<file path="src/rtl/apb_slave_mem.sv">
// Byte-wide APB slave backed by a small register memory; the wait-state count is a parameter.
// state  | meaning
// IDLE   | no transfer, waiting for a setup phase
// SETUP  | address/data latched, waiting for penable
// ACCESS | counting wait states; pready when the count reaches WAIT_STATES
// DONE   | one-cycle tail that can accept a back-to-back setup
module apb_slave_mem #(
    parameter int DEPTH       = 64,
    parameter int WAIT_STATES = 2
) (
    input  logic       pclk,
    input  logic       presetn,
    input  logic       pselx,
    input  logic       penable,
    input  logic       pwrite,
    input  logic [7:0] paddr,
    input  logic [7:0] pwdata,
    output logic [7:0] prdata,
    output logic       pready,
    output logic       pslverr
);
    localparam int AW = (DEPTH > 1) ? $clog2(DEPTH) : 1;

    typedef enum logic [1:0] {IDLE, SETUP, ACCESS, DONE} state_t;

    state_t      state_q, state_d;
    logic [7:0]  addr_q, addr_d;
    logic [7:0]  wdata_q, wdata_d;
    logic        write_q, write_d;
    logic [3:0]  wait_q, wait_d;
    logic [7:0]  mem_q [DEPTH];
    logic        mem_we;
    logic        err;
    logic [AW-1:0] idx;

    assign err     = ({1'b0, addr_q} >= 9'(DEPTH));
    assign idx     = addr_q[AW-1:0];
    assign pready  = (state_q == ACCESS) && (wait_q == 4'(WAIT_STATES));
    assign pslverr = pready && err;
    assign prdata  = (pready && !write_q && !err) ? mem_q[idx] : 8'h00;

    always_ff @(posedge pclk or negedge presetn) begin
        if (!presetn) begin
            state_q <= IDLE;
            addr_q  <= '0;
            wdata_q <= '0;
            write_q <= 1'b0;
            wait_q  <= '0;
        end else begin
            state_q <= state_d;
            addr_q  <= addr_d;
            wdata_q <= wdata_d;
            write_q <= write_d;
            wait_q  <= wait_d;
        end
    end

    always_comb begin
        state_d = state_q;
        addr_d  = addr_q;
        wdata_d = wdata_q;
        write_d = write_q;
        wait_d  = wait_q;
        mem_we  = 1'b0;
        unique case (state_q)
            IDLE: begin
                // pselx with penable already high is a protocol violation and is ignored
                if (pselx && !penable) begin
                    state_d = SETUP;
                    addr_d  = paddr;
                    wdata_d = pwdata;
                    write_d = pwrite;
                    wait_d  = '0;
                end
            end
            SETUP: begin
                if (!pselx) begin
                    state_d = IDLE;
                end else if (penable) begin
                    state_d = ACCESS;
                end else begin
                    addr_d  = paddr;
                    wdata_d = pwdata;
                    write_d = pwrite;
                    wait_d  = '0;
                end
            end
            ACCESS: begin
                if (pready) begin
                    state_d = DONE;
                    mem_we  = write_q && !err;
                end else if (!pselx || !penable) begin
                    state_d = IDLE;
                end else begin
                    wait_d = wait_q + 4'd1;
                end
            end
            DONE: begin
                if (pselx && !penable) begin
                    state_d = SETUP;
                    addr_d  = paddr;
                    wdata_d = pwdata;
                    write_d = pwrite;
                    wait_d  = '0;
                end else begin
                    state_d = IDLE;
                end
            end
            default: state_d = IDLE;
        endcase
    end

    // Commit on the completing edge so a read in the very next transfer sees the new data
    always_ff @(posedge pclk or negedge presetn) begin
        if (!presetn) begin
            for (int i = 0; i < DEPTH; i++) begin
                mem_q[i] <= 8'h00;
            end
        end else if (mem_we) begin
            mem_q[idx] <= wdata_q;
        end
    end

endmodule
</file>
<file path="config.mk">
export PLATFORM = sky130hd
export DESIGN_NAME = apb_slave_mem
export DESIGN_NICKNAME = d
export VERILOG_FILES = /design/src/rtl/apb_slave_mem.sv
export SDC_FILE = /design/constraint.sdc
export NUM_CORES = 1
export LEC_CHECK = 0
export ABC_AREA = 1
export BUFFER_PORTS_ARGS = -buffer_cell sky130_fd_sc_hd__buf_2
export CAP_MARGIN = 10
export CORE_UTILIZATION = 24
export CTS_BUF_LIST = sky130_fd_sc_hd__clkbuf_4 sky130_fd_sc_hd__clkbuf_8 sky130_fd_sc_hd__clkbuf_16
export DETAILED_ROUTE_END_ITERATION = 8
export GPL_TIMING_DRIVEN = 1
export PLACE_DENSITY = 0.47
export SYNTH_ARGS = -nofsm -noshare
export SYNTH_HDL_FRONTEND = slang
export SYNTH_SLANG_ARGS = --single-unit
</file>
<file path="constraint.sdc">
create_clock -name pclk -period 2.75 [get_ports pclk]
set_input_delay 0.1375 -clock pclk [delete_from_list [all_inputs] [get_ports pclk]]
set_output_delay 0.1375 -clock pclk [all_outputs]
set_load 0.01 [all_outputs]
</file>
# Word level (Yosys, flattened, before mapping)
# Cells that the tools add are included.
[word_totals] out_inout_bits=10 inputBits=21 ff_bits=535 word_cells=138
[op_classes] n_bitwise=1 n_eq_ne=12 add_sub_neg=1 order_cmp=3 mux=34 n_reduce_logical=18
[ops] operator="512-bit bitwise mux" count=1
[ops] operator="8-bit 2-to-1 mux" count=10
[ops] operator="8-bit binary-select mux with 6-bit select" count=1
[ops] operator="8-bit demux with 6-bit select" count=1
[ops] operator="8-bit case mux with 2 select lines" count=2
[ops] operator="4-bit 2-to-1 mux" count=5
[ops] operator="4-bit case mux with 3 select lines" count=1
[ops] operator="2-bit 2-to-1 mux" count=5
[ops] operator="2-bit inequality test (second input constant)" count=5
[ops] operator="8-bit by 7-bit >= comparator with 1-bit output (second input constant)" count=1
[ops] operator="2-bit case mux with 4 select lines" count=1
[ops] operator="7-bit >= comparator (second input constant)" count=1
[ops] operator="1-bit logical AND" count=7
[ops] operator="7-bit by 1-bit less-than comparator with 1-bit output (second input constant)" count=1
[ops] operator="6-bit NOT with 7-bit output" count=1
[ops] operator="1-bit 2-to-1 mux" count=6
[ops] operator="5-bit AND reduction" count=1
[ops] operator="4-bit by 1-bit adder with 4-bit output (second input constant)" count=1
[ops] operator="2-bit equality test (second input constant)" count=2
[ops] operator="4-bit by 2-bit equality test with 1-bit output (second input constant)" count=1
[ops] operator="1-bit logical NOT" count=4
[ops] operator="4-bit AND reduction" count=1
[ops] operator="3-bit by 2-bit inequality test with 1-bit output (second input constant)" count=1
[ops] operator="3-bit inequality test (second input constant)" count=1
[ops] operator="8 further kinds" count=8

# Longest topological paths before layout
# Gate-level depths: netlist (run 1).
[logic_depth] ltp_word=6 depth_mapped=14 mapped_depth_nobuf=11

# Worst setup path before layout (run 1)
# OpenSTA, ideal clock, no wires.
[synth_timing] path_kind="register to register" startpoint="reg state_q[0]" endpoint="reg mem_q[454] (netlist name)" arrival_time_ns=2.023 stages_incl_launch_ff=11 path_buffers=1 setup_time_ns=0.135 required_ns=2.615 path_slack_ns=0.592 cell_sequence="dfrtp_1 > inv_1 > ha_1 > nand4_2 > inv_1 > nand3_4 > nor3_4 > nand2_1 > buf_6 > nand2_1 > o21ai_0"
[synth_between] elab_chain_cells=4
[synth_lines] item="start: declaration" line="26" source="state_t state_q, state_d;"
[synth_lines] item="start signal: assignment" line="50" source="state_q <= state_d;"
[synth_lines] item="2-bit equality test" line="38" source="assign pready = (state_q == ACCESS) && (wait_q == 4'(WAIT_STATES));"
[synth_lines] item="1-bit logical AND" line="38"
[synth_lines] item="named net pready" line="19" source="output logic pready,"
[synth_lines] item="1-bit 2-to-1 mux" line="89" source="if (pready) begin"
[synth_lines] item="1-bit 2-to-1 mux" line="65" source="unique case (state_q)"
[synth_lines] item="end signal: indexed assignment" line="120" source="mem_q[idx] <= wdata_q;"
[synth_lines] item="end: declaration" line="31" source="logic [7:0] mem_q [DEPTH];"
# The timed path passes the listed nets, and every way through them passes these cells.
# A chain may end at the register's enable or synchronous reset.

# Worst setup path after layout (run 1)
[layout_timing] startpoint="reg addr_q[0]" endpoint="out prdata[1]"
[layout_between] elab_chain_cells=5
[layout_lines] item="start: declaration" line="27" source="logic [7:0] addr_q, addr_d;"
[layout_lines] item="start signal: assignment" line="51" source="addr_q <= addr_d;"
[layout_lines] item="6-bit NOT with 7-bit output (not written as such)" line="40" source="assign prdata = (pready && !write_q && !err) ? mem_q[idx] : 8'h00;"
[layout_lines] item="8-bit binary-select mux with 6-bit select" line="40"
[layout_lines] item="8-bit 2-to-1 mux (not written as such) (2 in series)" line="40"
[layout_lines] item="8-bit 2-to-1 mux *" line="40"
[layout_lines] item="end: declaration" line="18" source="output logic [7:0] prdata,"
# Every way passes the cells marked *; elsewhere a longest branch is shown, timed or not. The select of a mux whose other input is x is not followed.

==> results of run 1 <==
==> final cells by class <==
type                            instances  area (µm²)
Clock buffer                          104        1970
Clock inverter                          8        72.6
Fill cell                           11300       73000
Inverter                               38         171
Multi-Input combinational cell       2612       11400
Sequential cell                       535       13400
Tap cell                             1380        1730
Timing Repair Buffer                  173        2340
Timing Repair inverter                  1        30.0
==> kinds of logic after synthesis <==
| family | Yosys count | synth area share [%] |
|---|---|---|
| xor+xnor | 2 | 0.0692 |
| compound gates | 560 | 11.2 |
| mux | 3 | 0.133 |
| buf+inv | 266 | 4.60 |
| fa+ha+maj | 7 | 0.346 |
| flops | 535 | 52.9 |
| simple gates | 2040 | 30.8 |
==> repair_timing <==
item,in CTS,in global routing
endpoints found under the hold margin,483,0
setup endpoints to repair,8,143
pin swaps,39,70
cloned,16,7
hold buffers,20,0
buffers inserted,16,2
resized for setup,126,138
==> power by group through the flow <==
stage               Clock (µW)  Combinational, µW  Sequential [µW]
finish                    8280               7960             8220
CTS                       8510               7630             8210
floorplan                    0               3020             8230
global placement             0               6110             8410
detailed placement           0               6070             8410
global route              8820               8440             8230
==> Yosys cell counts <==
cell / number
nand3_4: 1
a21oi_1: 22
nor3_4: 2
nor3_1: 8
o211ai_1: 8
nand4_2: 1
o21ai_1: 35
o31ai_1: 2
a211oi_1: 1
nor2_1: 48
or2_1: 1
clkbuf_1: 167
inv_1: 36
buf_2: 37
nor2_4: 6
buf_6: 16
ha_1: 7
nor2_2: 1
mux2_2: 3
dfrtp_1: 535
nand2_1: 1956
inv_2: 2
xor2_1: 2
a22o_1: 1
or2_2: 3
o21ai_0: 491
buf_1: 8
nand3_1: 13
==> how the worst max path moves through the flow <==
stage	start	end	slack, ps	depth (start not counted)
2_1_floorplan	state_q[0]	mem_q[454]	590	10
3_3_place_gp	addr_q[0]	prdata[7]	170	13
3_5_place_dp	state_q[0]	mem_q[373]	100	8
4_1_cts	addr_q[0]	prdata[1]	-240	15
5_1_grt	addr_q[0]	prdata[1]	-240	15
6_report	addr_q[0]	prdata[1]	-160	15
==> per-stage QoR <==
step	utilization, %	worst slack [ps]	cell area [µm²]	setup TNS (ps)
after floorplan	-	592	25300	0
after global placement	26.2	165	27300	0
after detailed placement	26.2	99.6	27300	0
after CTS	29.3	-239	30500	-1640
after global routing	29.9	-243	31100	-4930
final	29.9	-159	31100	-975
==> layer usage <==
layer | part of all wire [%] | global-route usage [%]
met1 | 51 | 23.1
met3 | 4.4 | 2.14
met4 | 1.7 | 3.22
met5 | 0 | 0
met2 | 43 | 23.4
==> state kept, by name (all words and copies together) (netlist names) <==
register  flops
mem_q       512
wait_q        4
write_q       1
wdata_q       8
state_q       2
addr_q        8
==> worst register-to-register path: cells and delay by family (launching register included) <==
family / cells / cell delay [ps]
simple gates: 4 / 1390
flops: 1 / 410
buf+inv: 2 / 290
compound gates: 1 / 290
fa+ha+maj: 1 / 260
==> metrics.txt, run 1 <==
result of the run=finished with violations; failing checks=negative setup slack; share of the synthesized area in the top cell type=52.9%; Antenna Nets Post-Route=0; worst setup path class=flip-flop to primary output; combinational cell fraction of total power=approximately 33%; count of antenna diodes in the layout=0; Min-Delay Path Class=input port to flip-flop; number of placement rows=118; Total GRT Usage=15.4%; required time reported for the critical path endpoint=~2600 ps; latest clock arrival within the worst-skew pair=650 ps; DRC marker count from the first detailed-route iteration=1668; first-pass GRT wire length=roughly 130 mm; highest-count cells in the layout ignoring fill and taps=1819 x nand2_1, 532 x dfrtp_1, 486 x o21ai_0, 120 x nand2_2, 67 x clkbuf_16; Final Routed Wirelength=82.7 mm; top area cells in the synthesized netlist=dfrtp_1 53%, nand2_1 29%, o21ai_0 9.7%; hold path cells=4; worst clock skew=36.4 ps; worst-case headroom to the max-slew limit=40.6%; Boundary Pins=31; part of the cycle the worst path needs=106%; clock root buffer=clkbuf_16; cell-by-cell trace of the critical path=buf_12 -> clkinv_16 -> buf_12 -> buf_16 -> nand2_1 -> nand2_1 -> nand2_1 -> nand2_2 -> nand2_2 -> nand2_2 -> nand2_2 -> nand2_2 -> nor2_4 -> a21oi_4 -> buf_6; total clock buffers created by CTS=61; register-to-register setup slack=10 ps; Pins Over Slew Limit=0; setup repair after global routing missed its margin=yes; max-capacitance violation count=0; biggest area consumer among synthesized cells=dfrtp_1; sum of internal, switching and leakage power=24500 µW; register bit count reported by yosys=535; share of final-layout standard cells stronger than drive strength 1=13.6%; remaining design rule violation count=0; area of the placeable core=104000 µm²; synthesis warning total=0; TritonCTS clock tree=yes; Final #Nets=3450; synthesis-to-finish area growth=23.0%; proportion of synthesized chip area in sequential cells=~53%; routed vias/inst=4.45; crit path setup slack, layout=-159 ps; number of library cell types mapped by synthesis=28; Crit path buffers/inverters=5; clk buf depth=3; vias in the first global route=20500; number of cells on the worst reg-to-reg path=8; Clock Power Share=33.8%; count of input and output buffers=30; Detailed Place HPWL=~49 mm; largest net degree at the start of global routing=123; destination of the worst register-to-register timing path=mem_q[316]; net switching power=around 9000 µW; Slew @ Worst Pin=888 ps; Setup crit end kind=primary output; peak ir drop on the vdd network=0.000710 V; fmax=344 MHz; Hold Path End=state_q[0]; Arr. time, crit path=2770 ps; worst flop-to-flop path startpoint=state_q[0]; minimum hold slack=59.6 ps; H-tree levels=2; PwrDens=786 nW/µm²; CTS Sinks=535; leakage power=approximately 0.015 µW; filler-free cell count of the finished design=approximately 4900; DIE HEIGHT=327 µm; via count=21600; cell class contributing the biggest share of worst-path delay=buffers and inverters; switching share of power=about 37%; overflow left after global routing=0; sequential share of power=around a third; detailed-router iteration count before antenna repair=5; number of antenna violations at the first check in global routing=0; wire per inst=17.0 µm; horizontal die dimension=327 µm; register clock-pin slew on the reported worst setup and hold paths=60 ps; number of failing setup endpoints in the final timing report=8; initial core utilization=24.3%; largest fanout on the critical path=8; most common cell type on the critical path=nand2_2; P_int=~15000 µW; post-placement cell count=4682; Final Hold Fails=0; last weighted congestion value of the routability-driven placer=0.796; Hold Startpoint=penable; maximum cell stage delay along the critical path=550 ps; count of mapped cells out of synthesis=3413; critical path's slowest cell=dfrtp_4; Worst setup SP type=flip-flop; min Tclk post-route=2910 ps; area of the mapped netlist=25300 µm²; mean area per synthesized cell=between 7 and 8 µm²; Die Area=roughly 110000 µm²; commonest non-fill, non-tap cell in the layout=nand2_1; Net Count, Synth=3441
No activity file was read; power rests on OpenSTA's default activity.
==> run 2: changes to the inputs <==
Settings changed: CAP_MARGIN 10 to 20, CTS_BUF_LIST sky130_fd_sc_hd__clkbuf_4 sky130_fd_sc_hd__clkbuf_8 sky130_fd_sc_hd__clkbuf_16 to sky130_fd_sc_hd__clkbuf_16, SKIP_CTS_REPAIR_TIMING from default to 1.
==> metrics.txt, run 2 (same netlist as run 1, synthesis figures left out) <==
result of the run=finished with violations (unchanged); failing checks=negative setup slack (unchanged); core utilization of the finished layout=29.6% (was 29.9%); H-tree levels=2 (unchanged); max-capacitance violation count=0 (unchanged); clock root buffer=clkbuf_16 (unchanged); largest net degree at the start of global routing=123 (unchanged); peak ir drop on the vdd network=0.000729 V (was 0.000710 V); commonest non-fill, non-tap cell in the layout=nand2_1 (unchanged); vias in the first global route=20100 (was 20500); register with the most flip-flops=mem_q (unchanged); crit path setup slack, layout=-196 ps (was -159 ps); overflow left after global routing=0 (unchanged); Setup crit end kind=primary output (unchanged); number of antenna violations at the first check in global routing=0 (unchanged); DIE HEIGHT=327 µm (unchanged); count of antenna diodes in the layout=0 (unchanged); clk buf depth=3 (unchanged); number of failing setup endpoints in the final timing report=8 (unchanged); share of final-layout standard cells stronger than drive strength 1=12.7% (was 13.6%); Final Hold Fails=0 (unchanged); area of the placeable core=104000 µm² (unchanged); PwrDens=770 nW/µm² (was 786 nW/µm²); initial core utilization=24.3% (unchanged); required time reported for the critical path endpoint=2610 ps (about the same); sequential share of power=34.7% (was 33.6%); worst flop-to-flop path startpoint=state_q[0] (unchanged); Die Area=107000 µm² (unchanged); register clock-pin slew on the reported worst setup and hold paths=60 ps (about the same); Total GRT Usage=14.8% (was 15.4%); detailed-router iteration count before antenna repair=5 (unchanged); sum of internal, switching and leakage power=23700 µW (was 24500 µW); switching share of power=38.4% (was 36.8%); area after detailed placement=27300 µm² (unchanged); Final #Nets=3461 (was 3450); CTS Sinks=535 (unchanged); timing startpoint of the critical path=addr_q[0] (unchanged); leakage power=0.0152 µW (was 0.0153 µW); Hold Startpoint=pselx (was penable); Pins Over Slew Limit=0 (unchanged); DRC marker count from the first detailed-route iteration=1826 (was 1668); first-pass GRT wire length=125 mm (was 129 mm); worst setup path class=flip-flop to primary output (unchanged); TritonCTS clock tree=yes (unchanged); number of flip-flops in the largest register=512 (unchanged); Non-Filler Cell Area, Final=30800 µm² (was 31100 µm²); remaining design rule violation count=0 (unchanged); P_int=14600 µW (was 15500 µW); Slew @ Worst Pin=940 ps (was 888 ps); Min-Delay Path Class=input port to flip-flop (unchanged); Antenna Nets Post-Route=0 (unchanged); Final Routed Wirelength=84.1 mm (was 82.7 mm); worst-case headroom to the max-slew limit=37.1% (was 40.6%); number of placement rows=118 (unchanged); fmax=339 MHz (was 344 MHz); highest-count cells in the layout ignoring fill and taps=1816 x nand2_1, 532 x dfrtp_1, 485 x o21ai_0, 132 x nand2_2, 80 x clkbuf_16 (was 1819 x nand2_1, 532 x dfrtp_1, 486 x o21ai_0, 120 x nand2_2, 67 x clkbuf_16); Boundary Pins=31 (unchanged); Worst setup SP type=flip-flop (unchanged); via count=21700 (was 21600); Clock Power Share=31.3% (was 33.8%); worst setup timing slack at the placement stage=99.6 ps (unchanged); last weighted congestion value of the routability-driven placer=0.796 (unchanged); latest clock arrival within the worst-skew pair=650 ps (about the same); net switching power=9100 µW (was 9000 µW); wire per inst=17.3 µm (was 17.0 µm); setup repair after global routing missed its margin=yes (unchanged); horizontal die dimension=327 µm (unchanged); routed vias/inst=4.46 (was 4.45); total clock buffers created by CTS=61 (unchanged); synthesis-to-finish area growth=21.6% (was 23.0%); worst clock skew=41.5 ps (was 36.4 ps); largest fanout on the critical path=8 (unchanged); count of input and output buffers=30 (unchanged); largest registers=mem_q (512), addr_q (8), wdata_q (8) (unchanged); Detailed Place HPWL=48.5 mm (unchanged); min Tclk post-route=2950 ps (was 2910 ps); Arr. time, crit path=2810 ps (was 2770 ps); part of the cycle the worst path needs=107% (was 106%); combinational cell fraction of total power=34.0% (was 32.5%)
[run 2: changes by cell type in the layout (fill, tap and decap cells not counted), moves of 8 or more]
cell / before / now
buf_16: 22 / 10
buf_4: 50 / 58
inv_1: 27 / 51
nand2_2: 120 / 132
clkinv_1: 0 / 19
clkbuf_4: 24 / 0
clkbuf_16: 67 / 80
clkbuf_8: 19 / 0
nand2_4: 17 / 8
[run 2: metrics by stage]
step | setup TNS, ps | std cells | hold WS, ps
global route | -2640 | 4862 | 54.7
CTS | -3750 | 4794 | -679
global placement | 0 | 4682 | 13.1
finish | -1390 | 4862 | 24.1
detailed placement | 0 | 4682 | 8.08
floorplan | 0 | 3413 | -158
[run 2: area by class of cell]
| class | count | area [µm²] |
|---|---|---|
| clock buffers | 61 | 1530 |
| clock inverters | 51 | 234 |
| fillers | 11300 | 73300 |
| inverters | 38 | 171 |
| multi-input cells | 2612 | 11300 |
| flip-flops and latches | 535 | 13400 |
| well taps | 1380 | 1730 |
| repair buffers | 184 | 2390 |
| repair inverters | 1 | 30.0 |
[run 2: power by group through the flow]
stage          clock network, µW  registers (µW)  logic [µW]
2_1_floorplan                  0            8230        3020
3_3_place_gp                   0            8410        6110
3_5_place_dp                   0            8410        6070
4_1_cts                     7640            8270        6080
5_1_grt                     7960            8230        8500
6_report                    7410            8220        8070
[run 2: path summary, 6_finish.rpt]
| path | to | slack, ps | cells after the start |
|---|---|---|---|
| setup / recovery | prdata[4] | -200 | 15 |
| hold / removal | state_q[1] | 20 | 4 |
| setup reg to reg | mem_q[341] | 110 | 8 |
| hold reg to reg | mem_q[2] | 480 | 2 |
| max in group asynchronous | mem_q[213] | 1280 | 3 |
| min in group asynchronous | mem_q[305] | 160 | 3 |
[run 2: metal layers]
metal	global-route usage (%)	wire, µm	part of all wire, %
met1	22.4	42100	50
met4	2.75	1190	1.4
met5	0	0	0
met3	2.00	4020	4.8
met2	22.2	36700	44
[run 2: worst max-delay path, stage by stage (launching register included)]
cell and delay (ps):
dfrtp_4 520, buf_12 180, clkinv_16 100, buf_12 140
buf_12 150, nand2_1 70, nand2_1 70, nand2_1 70
nand2_1 80, nand2_2 70, nand2_1 90, nand2_1 60
nand2_2 80, nor2_2 50, a21oi_2 230, buf_2 190
